$ cat src/rtl/pll_phase_stepper.sv
// rtl/pll_phase_stepper.sv - EHXPLLL dynamic phase-shift sequencer with lock supervision
//
// Ports:
//   clk_25MHz   board reference clock (never a PLL output)
//   reset       asynchronous, active-high
//   pll_locked  PLL LOCK, asynchronous to clk_25MHz
//   req_valid / req_ready / req_sel / req_dir / req_count
//               phase-move request handshake
//   done / err  one-cycle completion pulse; err marks an aborted move
//   busy        a move is in progress (SETUP, PULSE or GAP)
//   lock_ok     filtered lock status
//   phasesel / phasedir / phasestep
//               EHXPLLL dynamic phase-shift port
//   rd_sel / rd_phase
//               readback of the signed phase position of one output
module pll_phase_stepper #(
  parameter int SETUP_CYC = 2,
  parameter int PULSE_CYC = 4,
  parameter int GAP_CYC   = 8,
  parameter int LOCK_FILT = 16,
  parameter int STEP_W    = 8
) (
  input  logic              clk_25MHz,
  input  logic              reset,
  input  logic              pll_locked,
  input  logic              req_valid,
  output logic              req_ready,
  input  logic [1:0]        req_sel,
  input  logic              req_dir,
  input  logic [STEP_W-1:0] req_count,
  output logic              done,
  output logic              err,
  output logic              busy,
  output logic              lock_ok,
  output logic [1:0]        phasesel,
  output logic              phasedir,
  output logic              phasestep,
  input  logic [1:0]        rd_sel,
  output logic [15:0]       rd_phase
);

  localparam int T_MAX_A = (SETUP_CYC > PULSE_CYC) ? SETUP_CYC : PULSE_CYC;
  localparam int T_MAX   = (T_MAX_A > GAP_CYC) ? T_MAX_A : GAP_CYC;
  localparam int TMR_W   = (T_MAX < 2) ? 1 : $clog2(T_MAX);
  localparam int CNT_W   = $clog2(LOCK_FILT + 1);

  localparam logic [TMR_W-1:0] SETUP_LOAD = TMR_W'(SETUP_CYC - 1);
  localparam logic [TMR_W-1:0] PULSE_LOAD = TMR_W'(PULSE_CYC - 1);
  localparam logic [TMR_W-1:0] GAP_LOAD   = TMR_W'(GAP_CYC - 1);
  localparam logic [CNT_W-1:0] FILT_FULL  = CNT_W'(LOCK_FILT);

  typedef enum logic [2:0] {
    S_WAIT_LOCK,
    S_IDLE,
    S_SETUP,
    S_PULSE,
    S_GAP
  } state_t;

  state_t            state;
  logic [TMR_W-1:0]  timer;
  logic [STEP_W-1:0] remaining;
  logic [15:0]       acc [4];
  logic [15:0]       step_delta;

  logic              sync_q1;
  logic              sync_q2;
  logic [CNT_W-1:0]  lock_cnt;

  // ------------------------------------------------------------------
  // Lock filter: two-flop synchronizer, then a saturating run-length
  // counter. lock_ok is registered from the counter's next value so it
  // rises in the same edge the counter reaches LOCK_FILT.
  // ------------------------------------------------------------------
  always_ff @(posedge clk_25MHz or posedge reset) begin
    if (reset) begin
      sync_q1  <= 1'b0;
      sync_q2  <= 1'b0;
      lock_cnt <= '0;
      lock_ok  <= 1'b0;
    end else begin
      sync_q1 <= pll_locked;
      sync_q2 <= sync_q1;
      if (!sync_q2) begin
        lock_cnt <= '0;
        lock_ok  <= 1'b0;
      end else begin
        if (lock_cnt != FILT_FULL) begin
          lock_cnt <= lock_cnt + 1'b1;
        end
        lock_ok <= (lock_cnt >= FILT_FULL - 1'b1);
      end
    end
  end

  // Each PULSE entry moves the selected output by one step in the
  // latched direction; 16-bit two's-complement wrap is intentional.
  assign step_delta = phasedir ? 16'h0001 : 16'hFFFF;

  // ------------------------------------------------------------------
  // Sequencer
  // ------------------------------------------------------------------
  always_ff @(posedge clk_25MHz or posedge reset) begin
    if (reset) begin
      state     <= S_WAIT_LOCK;
      timer     <= '0;
      remaining <= '0;
      req_ready <= 1'b0;
      done      <= 1'b0;
      err       <= 1'b0;
      busy      <= 1'b0;
      phasesel  <= 2'd0;
      phasedir  <= 1'b0;
      phasestep <= 1'b0;
      for (int i = 0; i < 4; i++) begin
        acc[i] <= 16'd0;
      end
    end else begin
      done <= 1'b0;
      err  <= 1'b0;

      case (state)
        S_WAIT_LOCK: begin
          if (lock_ok) begin
            state     <= S_IDLE;
            req_ready <= 1'b1;
          end else begin
            req_ready <= 1'b0;
          end
        end

        S_IDLE: begin
          // An accepted handshake is always honoured, even if lock is
          // lost in the same cycle; a non-zero move then aborts from
          // SETUP with done/err so the requester still gets a reply.
          if (req_valid && req_ready) begin
            phasesel <= req_sel;
            phasedir <= req_dir;
            if (req_count == '0) begin
              done      <= 1'b1;
              req_ready <= lock_ok;
              if (!lock_ok) begin
                state <= S_WAIT_LOCK;
              end
            end else begin
              remaining <= req_count;
              timer     <= SETUP_LOAD;
              busy      <= 1'b1;
              req_ready <= 1'b0;
              state     <= S_SETUP;
            end
          end else if (!lock_ok) begin
            req_ready <= 1'b0;
            state     <= S_WAIT_LOCK;
          end else begin
            req_ready <= 1'b1;
          end
        end

        S_SETUP, S_PULSE, S_GAP: begin
          if (!lock_ok) begin
            // Abort: steps already entered stay in the accumulator,
            // anything still outstanding is dropped.
            phasestep <= 1'b0;
            busy      <= 1'b0;
            done      <= 1'b1;
            err       <= 1'b1;
            remaining <= '0;
            req_ready <= 1'b0;
            state     <= S_WAIT_LOCK;
          end else if (timer != '0) begin
            timer <= timer - 1'b1;
          end else begin
            case (state)
              S_SETUP: begin
                state          <= S_PULSE;
                phasestep      <= 1'b1;
                timer          <= PULSE_LOAD;
                remaining      <= remaining - 1'b1;
                acc[phasesel]  <= acc[phasesel] + step_delta;
              end
              S_PULSE: begin
                state     <= S_GAP;
                phasestep <= 1'b0;
                timer     <= GAP_LOAD;
              end
              default: begin
                // S_GAP: next pulse reuses sel/dir without re-setup.
                if (remaining != '0) begin
                  state         <= S_PULSE;
                  phasestep     <= 1'b1;
                  timer         <= PULSE_LOAD;
                  remaining     <= remaining - 1'b1;
                  acc[phasesel] <= acc[phasesel] + step_delta;
                end else begin
                  state     <= S_IDLE;
                  busy      <= 1'b0;
                  done      <= 1'b1;
                  req_ready <= 1'b1;
                end
              end
            endcase
          end
        end

        default: begin
          state     <= S_WAIT_LOCK;
          phasestep <= 1'b0;
          busy      <= 1'b0;
          req_ready <= 1'b0;
        end
      endcase
    end
  end

  assign rd_phase = acc[rd_sel];

endmodule

$ cat config.mk
export PLATFORM = sky130hd
export DESIGN_NAME = pll_phase_stepper
export DESIGN_NICKNAME = d
export VERILOG_FILES = /design/src/rtl/pll_phase_stepper.sv
export SDC_FILE = /design/constraint.sdc
export NUM_CORES = 1
export LEC_CHECK = 0
export BUFFER_PORTS_ARGS = -buffer_cell sky130_fd_sc_hd__buf_2
export CORE_ASPECT_RATIO = 2
export CORE_MARGIN = 3
export CORE_UTILIZATION = 40
export CTS_CLUSTER_SIZE = 20
export DETAILED_ROUTE_END_ITERATION = 7
export HOLD_SLACK_MARGIN = 0.08
export PLACE_DENSITY = 0.63
export RECOVER_POWER = 50
export SYNTH_ARGS = -nofsm -noshare
export SYNTH_HDL_FRONTEND = slang
export SYNTH_SLANG_ARGS = --single-unit
$ cat constraint.sdc
create_clock -name clk_25MHz -period 4.6 [get_ports clk_25MHz]
set_input_delay 0 -clock clk_25MHz [delete_from_list [all_inputs] [get_ports clk_25MHz]]
set_output_delay 0 -clock clk_25MHz [all_outputs]
set_load 0.02 [all_outputs]
# == Yosys cells after proc, flatten, opt, wreduce, memory -nomap -nowiden ==
# Cells that the tools add are included.
# word_totals
regBits,94
in_bits,17
wordCells,135
# op_classes
add_sub_neg,4
n_lt_le_gt_ge,4
eq_ne,17
n_mux,67
bitwise_logic,6
n_reduce_logical,19
# op_table
op,n
64-bit case mux with 2 select lines,1
16-bit 2-to-1 mux,6
16-bit binary-select mux with 2-bit select,2
64-bit bitwise mux,1
64-bit 2-to-1 mux,1
8-bit 2-to-1 mux,5
3-bit 2-to-1 mux,11
16-bit demux with 2-bit select,1
8-bit case mux with 2 select lines,2
1-bit 2-to-1 mux,25
3-bit case mux with 2 select lines,3
16-bit adder,1
"5-bit != test, second input constant",3
"3-bit != test, second input constant",4
6-bit AND reduction,2
5-bit 2-to-1 mux,2
5-bit AND reduction,2
3-bit case mux with 3 select lines,1
8-bit zero test,1
"2-bit != test, second input constant",4
8-bit nonzero test,1
"8-bit by 1-bit subtractor with 8-bit output, second input constant",1
"3-bit by 2-bit == test with 1-bit output, second input constant",2
"3-bit greater-or-equal comparator, second input constant",2
21 further kinds,33

# == Logic depth before layout (Yosys ltp) ==
# Gate-level depths: netlist of run 1.
# logic_depth
ltp_word,8
mapped_depth,12
depth_no_buf,10

# == Worst setup path after synthesis of run 1 ==
# Ideal clock, no wire load.
# synth_path
path_type,register to register
from,register phasesel[0]
to,register acc[14] (netlist bit)
setup_time_ps,126
t_arrival_ps,3385
slack_ps,1089
stages_incl_launch_ff,12
path_buffers,4
synth_period_minus_slack_ps,3511
cell_sequence,dfrtp_1 buf_2 buf_2 buf_2 mux4_2 ha_1 clkbuf_1 a21oi_1 a21boi_0 a311oi_1 a211o_1 nand3_1
# synth_between
elab_chain_cells,8
# synth_lines
item,line_no,rtl
from (decl),35,"output logic [1:0] phasesel,"
from (signal assigned),137,phasesel <= req_sel;
2-bit inverter with 3-bit output (not written as such) (*),"180, 194",
"16-bit binary-select mux with 2-bit select, or another cell as far along","180, 194",
16-bit 2-to-1 mux (not written as such) / 1-bit logical AND (equally long branches),"180, 194",
16-bit 2-to-1 mux (not written as such),"180, 194",
16-bit adder / 16-bit demux with 2-bit select (equally long branches),"180, 194",
64-bit bitwise mux (*),"180, 194",
64-bit 2-to-1 mux,189,if (remaining != '0) begin
64-bit case mux with 2 select lines (*),174,case (state)
"to (signal, indexed assignment)",180,acc[phasesel] <= acc[phasesel] + step_delta;
"to (signal, indexed assignment)",194,acc[phasesel] <= acc[phasesel] + step_delta;
to (decl),63,logic [15:0] acc [4];
# Mark *: on every way between the ends. The rest lies on a longest branch, timed or not. The select of a mux whose other input is x is not followed.
# A chain may end at the register's enable or synchronous reset.

# == Final worst setup path of run 1 ==
# layout_path
from,register phasesel[1]
to,register acc[41] (netlist bit)
# The elaborated chain is that of the path after synthesis.

==> results of run 1 <==
repair_timing:
item	in CTS	in global routing
hold buffers	13	0
setup endpoints to repair	0	0
hold endpoints to repair	53	0
flip-flops by register name, summed over array words and instances, names as in the netlist:
| name | count |
|---|---|
| busy | 1 |
| done | 1 |
| remaining | 8 |
| req_ready | 1 |
| phasedir | 1 |
| timer | 3 |
| sync_q1 | 1 |
| acc | 64 |
| state | 3 |
| err | 1 |
| phasestep | 1 |
| sync_q2 | 1 |
| lock_ok | 1 |
| phasesel | 2 |
| lock_cnt | 5 |
logic make-up after synthesis:
family,after synthesis,synth area share (%)
AND/OR/NAND/NOR,212,17.1
flip-flops,94,36.2
buffers and inverters,58,4.89
adder cells (fa/ha/maj),23,4.50
multiplexers,65,16.6
XOR/XNOR,7,0.943
AO/OA/AOI/OAI,175,19.8
Yosys cell counts (5+ instances only):
cell	number	area [um2]
sky130_fd_sc_hd__a21boi_0	5	37.5
sky130_fd_sc_hd__a22oi_1	5	37.5
sky130_fd_sc_hd__and2_1	7	43.8
sky130_fd_sc_hd__buf_6	10	113
sky130_fd_sc_hd__mux2_2	17	191
sky130_fd_sc_hd__o211ai_1	14	105
sky130_fd_sc_hd__nand4_1	9	56.3
sky130_fd_sc_hd__mux2i_1	13	130
sky130_fd_sc_hd__o2111ai_1	17	149
sky130_fd_sc_hd__o21ai_0	16	80.1
sky130_fd_sc_hd__o221ai_1	6	52.6
sky130_fd_sc_hd__nor2_1	24	90.1
sky130_fd_sc_hd__clkbuf_1	18	67.6
sky130_fd_sc_hd__nand3_1	28	140
sky130_fd_sc_hd__o21ai_1	12	60.1
sky130_fd_sc_hd__ha_1	21	263
sky130_fd_sc_hd__mux4_2	31	698
sky130_fd_sc_hd__a21oi_1	41	205
sky130_fd_sc_hd__and3_1	8	50.1
sky130_fd_sc_hd__a211o_1	9	78.8
sky130_fd_sc_hd__o31ai_1	8	60.1
sky130_fd_sc_hd__nor2b_1	6	37.5
sky130_fd_sc_hd__nand2_1	76	285
sky130_fd_sc_hd__o2bb2ai_1	7	61.3
sky130_fd_sc_hd__buf_2	8	40.0
sky130_fd_sc_hd__dfrtp_1	94	2350
sky130_fd_sc_hd__inv_1	17	63.8
sky130_fd_sc_hd__nand2b_1	6	37.5
sky130_fd_sc_hd__nor3_1	7	35.0
sky130_fd_sc_hd__o21a_1	11	82.6
power by group through the flow:
| stage | logic (uW) | registers (uW) | clock network (uW) |
|---|---|---|---|
| 3_5_place_dp | 52.1 | 849 | 0 |
| 4_1_cts | 60.5 | 833 | 799 |
| 6_report | 57.4 | 833 | 788 |
| 3_3_place_gp | 50.1 | 849 | 0 |
| 5_1_grt | 64.4 | 834 | 831 |
| 2_1_floorplan | 32.6 | 848 | 0 |
final timing paths:
path / end / start
worst max-delay path: acc[41]$_DFFE_PP0P_ / phasesel[1]$_DFFE_PP0P_
worst min-delay path: phasedir$_DFFE_PP0P_ / req_valid
worst max register to register: acc[41]$_DFFE_PP0P_ / phasesel[1]$_DFFE_PP0P_
worst min register to register: sync_q2$_DFF_PP0_ / sync_q1$_DFF_PP0_
max in group asynchronous: acc[20]$_DFFE_PP0P_ / reset
min in group asynchronous: acc[51]$_DFFE_PP0P_ / reset
routing by layer:
metal	global-route usage (%)	vias to the layer above	share of wire [%]
met5	0	-	0
met4	12.3	0	5.1
met3	3.23	68	3.9
li1	-	2486	-
met2	39.9	191	57
met1	22.1	2698	34
critical path, cell delays in order, from the launching register on:
cell and delay [ns]:
sky130_fd_sc_hd__dfrtp_1 1.20, sky130_fd_sc_hd__mux4_2 0.44, sky130_fd_sc_hd__ha_1 0.40, sky130_fd_sc_hd__a21oi_1 0.17, sky130_fd_sc_hd__and3_1 0.23, sky130_fd_sc_hd__a211oi_1 0.77
sky130_fd_sc_hd__mux2i_1 0.28, sky130_fd_sc_hd__nand3_1 0.09
area by class of cell:
class | count | area [um2]
Clock inverter | 7 | 80.1
Inverter | 17 | 65.1
Multi-Input combinational cell | 482 | 3830
Fill cell | 1524 | 8710
Sequential cell | 94 | 2350
Tap cell | 201 | 251
Timing Repair Buffer | 59 | 339
Clock buffer | 9 | 225
metrics by stage:
step           instance area [um2]  hold slack, ns  instances
3_3_place_gp                  6750          0.0681        840
2_1_floorplan                 6500          0.0314        634
5_1_grt                       7150           0.214        869
3_5_place_dp                  6750          0.0817        840
6_report                      7150           0.172        869
4_1_cts                       7180           0.179        869
==> run metrics, run 1 <==
GRT Overall Usage=21.7%; number of H-tree branching levels=3; via count=roughly 5400; vias per std cell=6.26; Worst Skew=between 0.015 and 0.02 ns; leakage power of the design=between 0.002 and 0.003 uW; clock network latency to the later pin of the worst-skew pair=around 0.36 ns; Routability Congestion=roughly 0.98; data arrival time at the worst-slack endpoint=roughly 4 ns; type of the most critical hold path=primary input to flop; kind of critical path=flop to flop; net switching power=397 uW; highest fanout seen on the critical path=29; Worst VDD drop=0.186 mV; area grow syn2layout=9.89%; number of flops mapped to enable cells by yosys=0; worst path required time=4.85 ns; DIE AREA=0.0179 mm2; worst rel slew slack=-24.5%; setup slack after layout=roughly 0.91 ns; vias in the first global route=5630; Clock transition at path regs=0.08 ns; cell-internal power=1280 uW; net count of the finished layout=702; estimated wirelength of the detail-placed design=13.4 mm; unrepaired setup endpoints after global routing=no; number of top-level design ports=42; post-synthesis instance area=0.00650 mm2; deepest clock path buffer count=2; synthesized area per cell=10.3 um2; Min Clock Period, post-route=3.69 ns; Worst Reg2Reg Path Length in Cells=7; Max Slew Vio Count=42; sequential-to-total area share from yosys stat=36.2%; Worst R2R Setup Slack=0.91 ns; detailed-router iteration count before antenna repair=5; gate count of the mapped netlist=634; switching portion of total power=approximately a quarter; CTS Root Buffer Type=sky130_fd_sc_hd__clkbuf_16; Final Setup Violations=0; Pwr per Cell Area=235 mW/mm2; number of buffers inserted during clock tree synthesis=9; final wirelength=18.7 mm; antenna cell count=0; count of cells resized by post-cts repair=0; Startpoint Class=flop; grt total ovfl=0; top library cells by usage in the layout, fill and taps aside=sky130_fd_sc_hd__dfrtp_1 (94), sky130_fd_sc_hd__nand2_1 (76), sky130_fd_sc_hd__a21oi_1 (41); pin count of the biggest net entering global routing=55; starting utilization of the core area=41.0%; worst hold path stage count=4; routed length per placed instance=21.6 um; achievable frequency=271 MHz; PnR Total Power=1680 uW; Sinks on Clock Net=94; power share of the clock group=46.9%; final design utilization=45.1%; Port Buffer Count=41; share of the cycle needed by the critical path after routing=80.3%; number of synthesized register bits=94; Post-CTS Setup Bufs=0; transition at the pin with the smallest max-transition slack=roughly 1.9 ns; clock tree from TritonCTS=done; most common cell after layout, fill and taps aside=sky130_fd_sc_hd__dfrtp_1; site row count=between 60 and 70; fraction of power consumed by sequential logic=between 40% and 50%; Die Width=96.2 um; failing checks=max-capacitance violations, max-slew violations; fraction of registers with async set/reset=100%; Unique masters post-synth=between 70 and 80; floorplan core area=0.0159 mm2; Final Hold Fails=0; number of DRC violations after detailed routing=0; result of the run=complete, but fails checks; worst setup slack before clock tree synthesis=0.944 ns; Syn Nets=673; detailed router's first-iteration violation count=430; count of nets left with antenna violations after detail routing=0; yosys warns=0; antenna violations before repair=0; combinational share of power=3.4%; height of the chip=roughly 190 um; max-cap violation count=1; global-route wire length before repair=29.7 mm; kind of capture point of the worst setup path=flop; commonest register cell after synthesis=sky130_fd_sc_hd__dfrtp_1; share of final-layout standard cells stronger than drive strength 1=16.9%; summed negative setup slack over all endpoints=0 ns
(Power assumes the default switching activity.)
==> run 2, diff against run 1 <==
--- a/config.mk
+++ b/config.mk
@@ -12,7 +12,7 @@
 export CTS_CLUSTER_SIZE = 20
 export DETAILED_ROUTE_END_ITERATION = 7
 export HOLD_SLACK_MARGIN = 0.08
-export PLACE_DENSITY = 0.63
+export PLACE_DENSITY = 0.65
 export RECOVER_POWER = 50
 export SYNTH_ARGS = -nofsm -noshare
 export SYNTH_HDL_FRONTEND = slang
==> constraint.sdc (replaced) <==
create_clock -name clk_25MHz -period 3.1 [get_ports clk_25MHz]
set_input_delay 0 -clock clk_25MHz [delete_from_list [all_inputs] [get_ports clk_25MHz]]
set_output_delay 0 -clock clk_25MHz [all_outputs]
set_load 0.02 [all_outputs]
==> run 2 against run 1 <==
- the flow still finishes with violations (max-capacitance violations, max-slew violations)
- sequential power is 49% higher
- critical path depth is 2 higher
- wire length is 2.2% lower
- via count is 2.8% higher
- final area is 5.2% higher
- register-to-register slack worse by 0.77 ns
- clock skew is 0.0097 ns lower
- setup slack worse by 0.77 ns
- core utilization is 2.3 points higher
- maximum frequency is 25% higher
- worst hold slack worse by 0.025 ns
- critical endpoint is now acc[62]$_DFFE_PP0P_
- largest cell class unchanged
==> run metrics, run 2 (synthesis results as in run 1) <==
clock network latency to the later pin of the worst-skew pair=0.35 ns (about the same); startpoint of the lowest-slack register-to-register path=phasesel[0]$_DFFE_PP0P_; share of final-layout standard cells stronger than drive strength 1=24.7% (+7.8 points); number of DRC violations after detailed routing=0 (unchanged); routed length per placed instance=20.2 um (-6.2%); PnR Total Power=2570 uW (+53%); worst rel slew slack=-47.5% (-23 points); vias in the first global route=5770 (+2.5%); transition at the pin with the smallest max-transition slack=2.20 ns (+0.344 ns); Max Slew Vio Count=51 (+21%); Worst Skew=0.00838 ns (-0.00969 ns); net count of the finished layout=739 (+5.3%); number of H-tree branching levels=3 (unchanged); number of flip-flops under the largest register name=64 (unchanged); floorplan core area=0.0159 mm2 (unchanged); worst hold path stage count=5 (+1); estimated wirelength of the detail-placed design=13.5 mm (+0.52%); Die Width=96.2 um (unchanged); Pwr per Cell Area=342 mW/mm2 (+46%); unrepaired setup endpoints after global routing=no; slowest library cell on the worst path=sky130_fd_sc_hd__dfrtp_4; Routability Congestion=0.929 (-5.3%); antenna cell count=0 (unchanged); Min Clock Period, post-route=2.96 ns (-0.728 ns); number of cells on the critical path=9 (+2); fillers=1469 (-3.6%); type of the most critical hold path=primary input to flop; Crit path max-delay family=compound AO/OA/AOI/OAI gates; grt total ovfl=0 (unchanged); achievable frequency=337 MHz (+25%); failing checks=max-capacitance violations, max-slew violations; via count=5598 (+2.8%); GRT Overall Usage=21.4% (-0.29 points); summed negative setup slack over all endpoints=0 ns (unchanged); detailed-router iteration count before antenna repair=5 (unchanged); detailed router's first-iteration violation count=330 (-23%); deepest clock path buffer count=2 (unchanged); leakage power of the design=0.00313 uW (+9.3%); Worst Reg2Reg Path Length in Cells=9 (+2); count of nets left with antenna violations after detail routing=0 (unchanged); Final Setup Violations=0 (unchanged); site row count=65 (unchanged); highest fanout seen on the critical path=12 (-59%); number of buffers inserted during clock tree synthesis=9 (unchanged); crit-path most repeated cell=sky130_fd_sc_hd__buf_4; CTS Root Buffer Type=sky130_fd_sc_hd__clkbuf_16; height of the chip=186 um (unchanged); starting utilization of the core area=41.0% (unchanged); kind of critical path=flop to flop; number of top-level design ports=42 (unchanged); Startpoint Class=flop; startpoint of the most critical hold path=req_valid; Critical Path Start=phasesel[0]$_DFFE_PP0P_; Port Buffer Count=41 (unchanged); most common cell after layout, fill and taps aside=sky130_fd_sc_hd__dfrtp_1; worst path required time=3.34 ns (-1.51 ns); WP buf/inv=2 (+2); most flop-heavy register=acc; vias per std cell=6.18 (-1.4%); Worst VDD drop=0.255 mV (+38%); leading registers by flop count=acc (64), remaining (8), lock_cnt (5); result of the run=complete, but fails checks; clock tree from TritonCTS=done; cell-by-cell listing of the critical path=buf_4, mux4_2, ha_1, a21oi_1, a21boi_0, a311oi_2, buf_4, a211o_1, nand3_1; Sinks on Clock Net=94 (unchanged); max-cap violation count=1 (unchanged); final wirelength=18.3 mm (-2.2%); antenna violations before repair=0 (unchanged); data arrival time at the worst-slack endpoint=3.20 ns (-0.74 ns); pin count of the biggest net entering global routing=51 (-7.3%); kind of capture point of the worst setup path=flop; global-route wire length before repair=29.5 mm (-0.49%); area grow syn2layout=15.6%; largest incremental delay on the critical path=0.56 ns (-0.64 ns); top library cells by usage in the layout, fill and taps aside=sky130_fd_sc_hd__dfrtp_1 (92), sky130_fd_sc_hd__nand2_1 (76), sky130_fd_sc_hd__a21oi_1 (41); Final Hold Fails=0 (unchanged); DIE AREA=0.0179 mm2 (unchanged); share of the cycle needed by the critical path after routing=95.6% (+15 points); Clock transition at path regs=0.07 ns (about the same)
[run 2: cell count changes in the layout (fill, tap and decap cells not counted), moves of 2 or more]
cell | before | now
sky130_fd_sc_hd__buf_4 | 4 | 39
sky130_fd_sc_hd__buf_2 | 16 | 34
sky130_fd_sc_hd__clkbuf_1 | 24 | 7
sky130_fd_sc_hd__dfrtp_1 | 94 | 92
[run 2: final timing paths]
kind	end	slack, ns
setup / recovery	acc[62]$_DFFE_PP0P_	0.14
hold / removal	phasedir$_DFFE_PP0P_	0.15
setup reg to reg	acc[62]$_DFFE_PP0P_	0.14
hold reg to reg	sync_q2$_DFF_PP0_	0.36
max in group asynchronous	acc[39]$_DFFE_PP0P_	0.89
min in group asynchronous	acc[35]$_DFFE_PP0P_	0.78
[run 2: tightest hold or removal path, cell delays in order]
cell and delay (ns):
sky130_fd_sc_hd__buf_2 0.10, sky130_fd_sc_hd__nand2_1 0.07, sky130_fd_sc_hd__nor2_1 0.11, sky130_fd_sc_hd__nand2_1 0.09
sky130_fd_sc_hd__o21ai_0 0.08
[run 2: metrics by stage]
| stage | instance area [um2] | hold WS [ns] | utilization (%) | worst slack, ns | std cells |
|---|---|---|---|---|---|
| finish | 7520 | 0.147 | 47.4 | 0.135 | 906 |
| global placement | 7040 | 0.109 | 44.4 | 0.0884 | 874 |
| global route | 7520 | 0.206 | 47.4 | 0.00486 | 906 |
| CTS | 7500 | 0.136 | 47.3 | 0.0267 | 903 |
| detailed placement | 7040 | 0.110 | 44.4 | 0.0394 | 874 |
| floorplan | 6540 | 0.0314 | - | 0.0363 | 634 |
[run 2: cell type report]
| class | count | area, um2 | share of cell area (%) |
|---|---|---|---|
| clock buffer | 9 | 225 | 3.00 |
| clock inverter | 7 | 104 | 1.38 |
| inverter | 17 | 65.1 | 0.866 |
| multi-input combinational | 482 | 3860 | 51.4 |
| sequential | 94 | 2360 | 31.4 |
| tap | 201 | 251 | 3.35 |
| timing repair buffer | 96 | 649 | 8.64 |
[run 2: what timing repair did]
item,CTS,global route
hold buffers,13,0
endpoints found under the setup margin,0,27
endpoints found under the hold margin,61,0
setup buffers,0,3
resized for setup,0,3
[run 2: where the power goes]
| part | total [uW] | switching (uW) | internal [uW] |
|---|---|---|---|
| combinational | 85.6 | 50.5 | 35.1 |
| clock | 1250 | 528 | 719 |
| sequential | 1240 | 6.09 | 1230 |
[run 2: metal layers]
| layer | share of wire [%] | GRT usage [%] |
|---|---|---|
| met3 | 3.9 | 2.86 |
| met2 | 56 | 39.1 |
| met5 | 0 | 0 |
| met4 | 5.3 | 12.3 |
| met1 | 35 | 22.2 |
==> run 3, diff against run 2 <==
--- a/config.mk
+++ b/config.mk
@@ -5,14 +5,14 @@
 export SDC_FILE = /design/constraint.sdc
 export NUM_CORES = 1
 export LEC_CHECK = 0
-export BUFFER_PORTS_ARGS = -buffer_cell sky130_fd_sc_hd__buf_2
-export CORE_ASPECT_RATIO = 2
+export CORE_ASPECT_RATIO = 0.5
 export CORE_MARGIN = 3
 export CORE_UTILIZATION = 40
 export CTS_CLUSTER_SIZE = 20
 export DETAILED_ROUTE_END_ITERATION = 7
+export DONT_BUFFER_PORTS = 1
 export HOLD_SLACK_MARGIN = 0.08
-export PLACE_DENSITY = 0.65
+export PLACE_DENSITY = 0.62
 export RECOVER_POWER = 50
 export SYNTH_ARGS = -nofsm -noshare
 export SYNTH_HDL_FRONTEND = slang
==> run 3 against run 2 <==
- the run now ends clean
- worst hold slack lost 0.056 ns
- clock power shrank 3%
- combinational power shrank 24%
- sequential cell count is the same
- core utilization shrank 0.73 points
- register-to-register slack lost 0.03 ns
- setup slack lost 0.032 ns
- clock skew grew 0.00069 ns
- global-route usage shrank 2.4 points
- wire length shrank 8.4%
- critical path depth shrank 1
- sequential power is essentially flat
==> run metrics, run 3 (synthesis results as in run 1) <==
deepest clock path buffer count=2 (unchanged); GRT Overall Usage=19.0% (-2.4 points); via count=5263 (-6.0%); placed cells=844 (-3.4%); fraction of power consumed by sequential logic=49.2% (+1.1 points); summed negative setup slack over all endpoints=0 ns (unchanged); Routability Congestion=0.929 (about the same); Final Hold Fails=0 (unchanged); share of final-layout standard cells stronger than drive strength 1=20.2% (-4.4 points); worst hold path stage count=3 (-2); transition at the pin with the smallest max-transition slack=0.809 ns (-1.39 ns); design area=0.00731 mm2 (-2.8%); final cell count without fillers=878 (-3.1%); Placement Cell Area=0.00679 mm2 (-3.5%); estimated wirelength of the detail-placed design=11.9 mm (-12%); clock network latency to the later pin of the worst-skew pair=0.34 ns (about the same); pin count of the biggest net entering global routing=64 (+25%); antenna cell count=0 (unchanged); most flop-heavy register=acc; data arrival time at the worst-slack endpoint=3.28 ns (+0.08 ns); vias in the first global route=5105 (-12%); Worst Reg2Reg Path Length in Cells=8 (-1); Die Width=186 um (+94%); global-route wire length before repair=27.3 mm (-7.6%); net count of the finished layout=691 (-6.5%); final wirelength=16.8 mm (-8.4%); share of the cycle needed by the critical path after routing=96.7% (+1.0 points); worst setup slack before clock tree synthesis=0.0866 ns (+0.0471 ns); grt total ovfl=0 (unchanged); antenna violations before repair=0 (unchanged); max-cap violation count=0 (-1); result of the run=finished, final reports clean; Pwr per Cell Area=344 mW/mm2 (+0.67%); achievable frequency=334 MHz (-1.1%); Min Clock Period, post-route=3.00 ns (+0.0320 ns); starting utilization of the core area=41.5% (+0.53 points); area grow syn2layout=12.4%; setup slack after layout=0.103 ns (-0.0320 ns); count of nets left with antenna violations after detail routing=0 (unchanged); number of H-tree branching levels=3 (unchanged); kind of critical path=flop to flop; routed length per placed instance=19.1 um (-5.5%); Worst Skew=0.00908 ns (+0.000694 ns); Port Buffer Count=0 (-100%); fillers=1463 (-0.41%); leading registers by flop count=acc (64), remaining (8), lock_cnt (5); detailed router's first-iteration violation count=345 (+4.5%); detailed-router iteration count before antenna repair=4 (-1); clock tree from TritonCTS=done; height of the chip=96.2 um (-48%); kind of capture point of the worst setup path=flop; top library cells by usage in the layout, fill and taps aside=sky130_fd_sc_hd__dfrtp_1 (93), sky130_fd_sc_hd__nand2_1 (76), sky130_fd_sc_hd__a21oi_1 (40); vias per std cell=5.99 (-3.0%); number of buffers inserted during clock tree synthesis=9 (unchanged); Final Setup Violations=0 (unchanged); number of DRC violations after detailed routing=0 (unchanged); Worst VDD drop=0.250 mV (-2.1%); leakage power of the design=0.00292 uW (-6.7%); CTS Root Buffer Type=sky130_fd_sc_hd__clkbuf_16; Startpoint Class=flop; Max Slew Vio Count=0 (-100%); power share of the clock group=48.2% (-0.3 points); switching portion of total power=21.6% (-1.1 points); cell-internal power=1970 uW (-0.72%); floorplan core area=0.0157 mm2 (-1.3%); combinational share of power=2.6% (-0.7 points); worst rel slew slack=46.0% (+94 points); Sinks on Clock Net=94 (unchanged); number of top-level design ports=42 (unchanged); most common cell after layout, fill and taps aside=sky130_fd_sc_hd__dfrtp_1; type of the most critical hold path=primary input to flop; DIE AREA=0.0179 mm2 (unchanged); number of flip-flops under the largest register name=64 (unchanged); Post-Route Hold Slack=0.0906 ns (-0.0562 ns); Clock transition at path regs=0.07 ns (about the same); site row count=32 (-51%); unrepaired setup endpoints after global routing=yes; highest fanout seen on the critical path=10 (-2); net switching power=544 uW (-7.0%); worst path required time=3.38 ns (+0.04 ns)
## run 3: per-layer routing
metal	share of wire, %	vias to the layer above	GRT usage (%)
met5	0	-	0
met4	0.73	0	3.21
met3	3.9	9	3.53
met2	47	107	31.6
met1	49	2672	26.6
li1	-	2475	-
## run 3: through the flow
step | total power, uW | util, %
after CTS | 2540 | 46.4
after floorplan | 1310 | -
after global placement | 1310 | 43.4
after global routing | 2590 | 46.7
final | 2510 | 46.7
after detailed placement | 1310 | 43.4
## run 3: final timing paths
path / start / to / slack (ns)
setup / recovery: phasesel[0]$_DFFE_PP0P_ / acc[59]$_DFFE_PP0P_ / 0.10
hold / removal: req_valid / phasesel[1]$_DFFE_PP0P_ / 0.09
setup reg to reg: phasesel[0]$_DFFE_PP0P_ / acc[59]$_DFFE_PP0P_ / 0.10
hold reg to reg: sync_q1$_DFF_PP0_ / sync_q2$_DFF_PP0_ / 0.35
max in group asynchronous: reset / acc[5]$_DFFE_PP0P_ / 2.05
min in group asynchronous: reset / sync_q1$_DFF_PP0_ / 0.30
## run 3: final cells by class
cell class / instances / area (um2) / area share [%]
Multi-Input combinational cell: 482 / 3880 / 53.1
Clock inverter: 7 / 98.8 / 1.35
Sequential cell: 94 / 2350 / 32.2
Clock buffer: 9 / 225 / 3.08
Tap cell: 221 / 277 / 3.78
Inverter: 17 / 66.3 / 0.908
Timing Repair Buffer: 48 / 407 / 5.57
## run 3: timing repair
item	in CTS	in global routing
buffers inserted	0	3
endpoints found under the setup margin	0	33
hold endpoints to repair	74	0
hold buffers	15	0
gates resized for setup	0	6
## run 3: power by group through the flow
| stage | Sequential (uW) | Combinational [uW] | Clock (uW) |
|---|---|---|---|
| final | 1240 | 64.9 | 1210 |
| after global routing | 1240 | 74.6 | 1280 |
| after CTS | 1240 | 67.8 | 1230 |
| after detailed placement | 1260 | 52.7 | 0 |
| after global placement | 1260 | 50.7 | 0 |
| after floorplan | 1260 | 48.3 | 0 |
## run 3: worst max-delay path, stage by stage, from the launching register on
cell	delay [ns]
sky130_fd_sc_hd__dfrtp_2	0.53
sky130_fd_sc_hd__buf_4	0.22
sky130_fd_sc_hd__mux4_2	0.52
sky130_fd_sc_hd__ha_2	0.40
sky130_fd_sc_hd__o211ai_1	0.13
sky130_fd_sc_hd__o21a_1	0.22
sky130_fd_sc_hd__a21o_1	0.26
sky130_fd_sc_hd__or4_1	0.55
sky130_fd_sc_hd__nand3_1	0.10
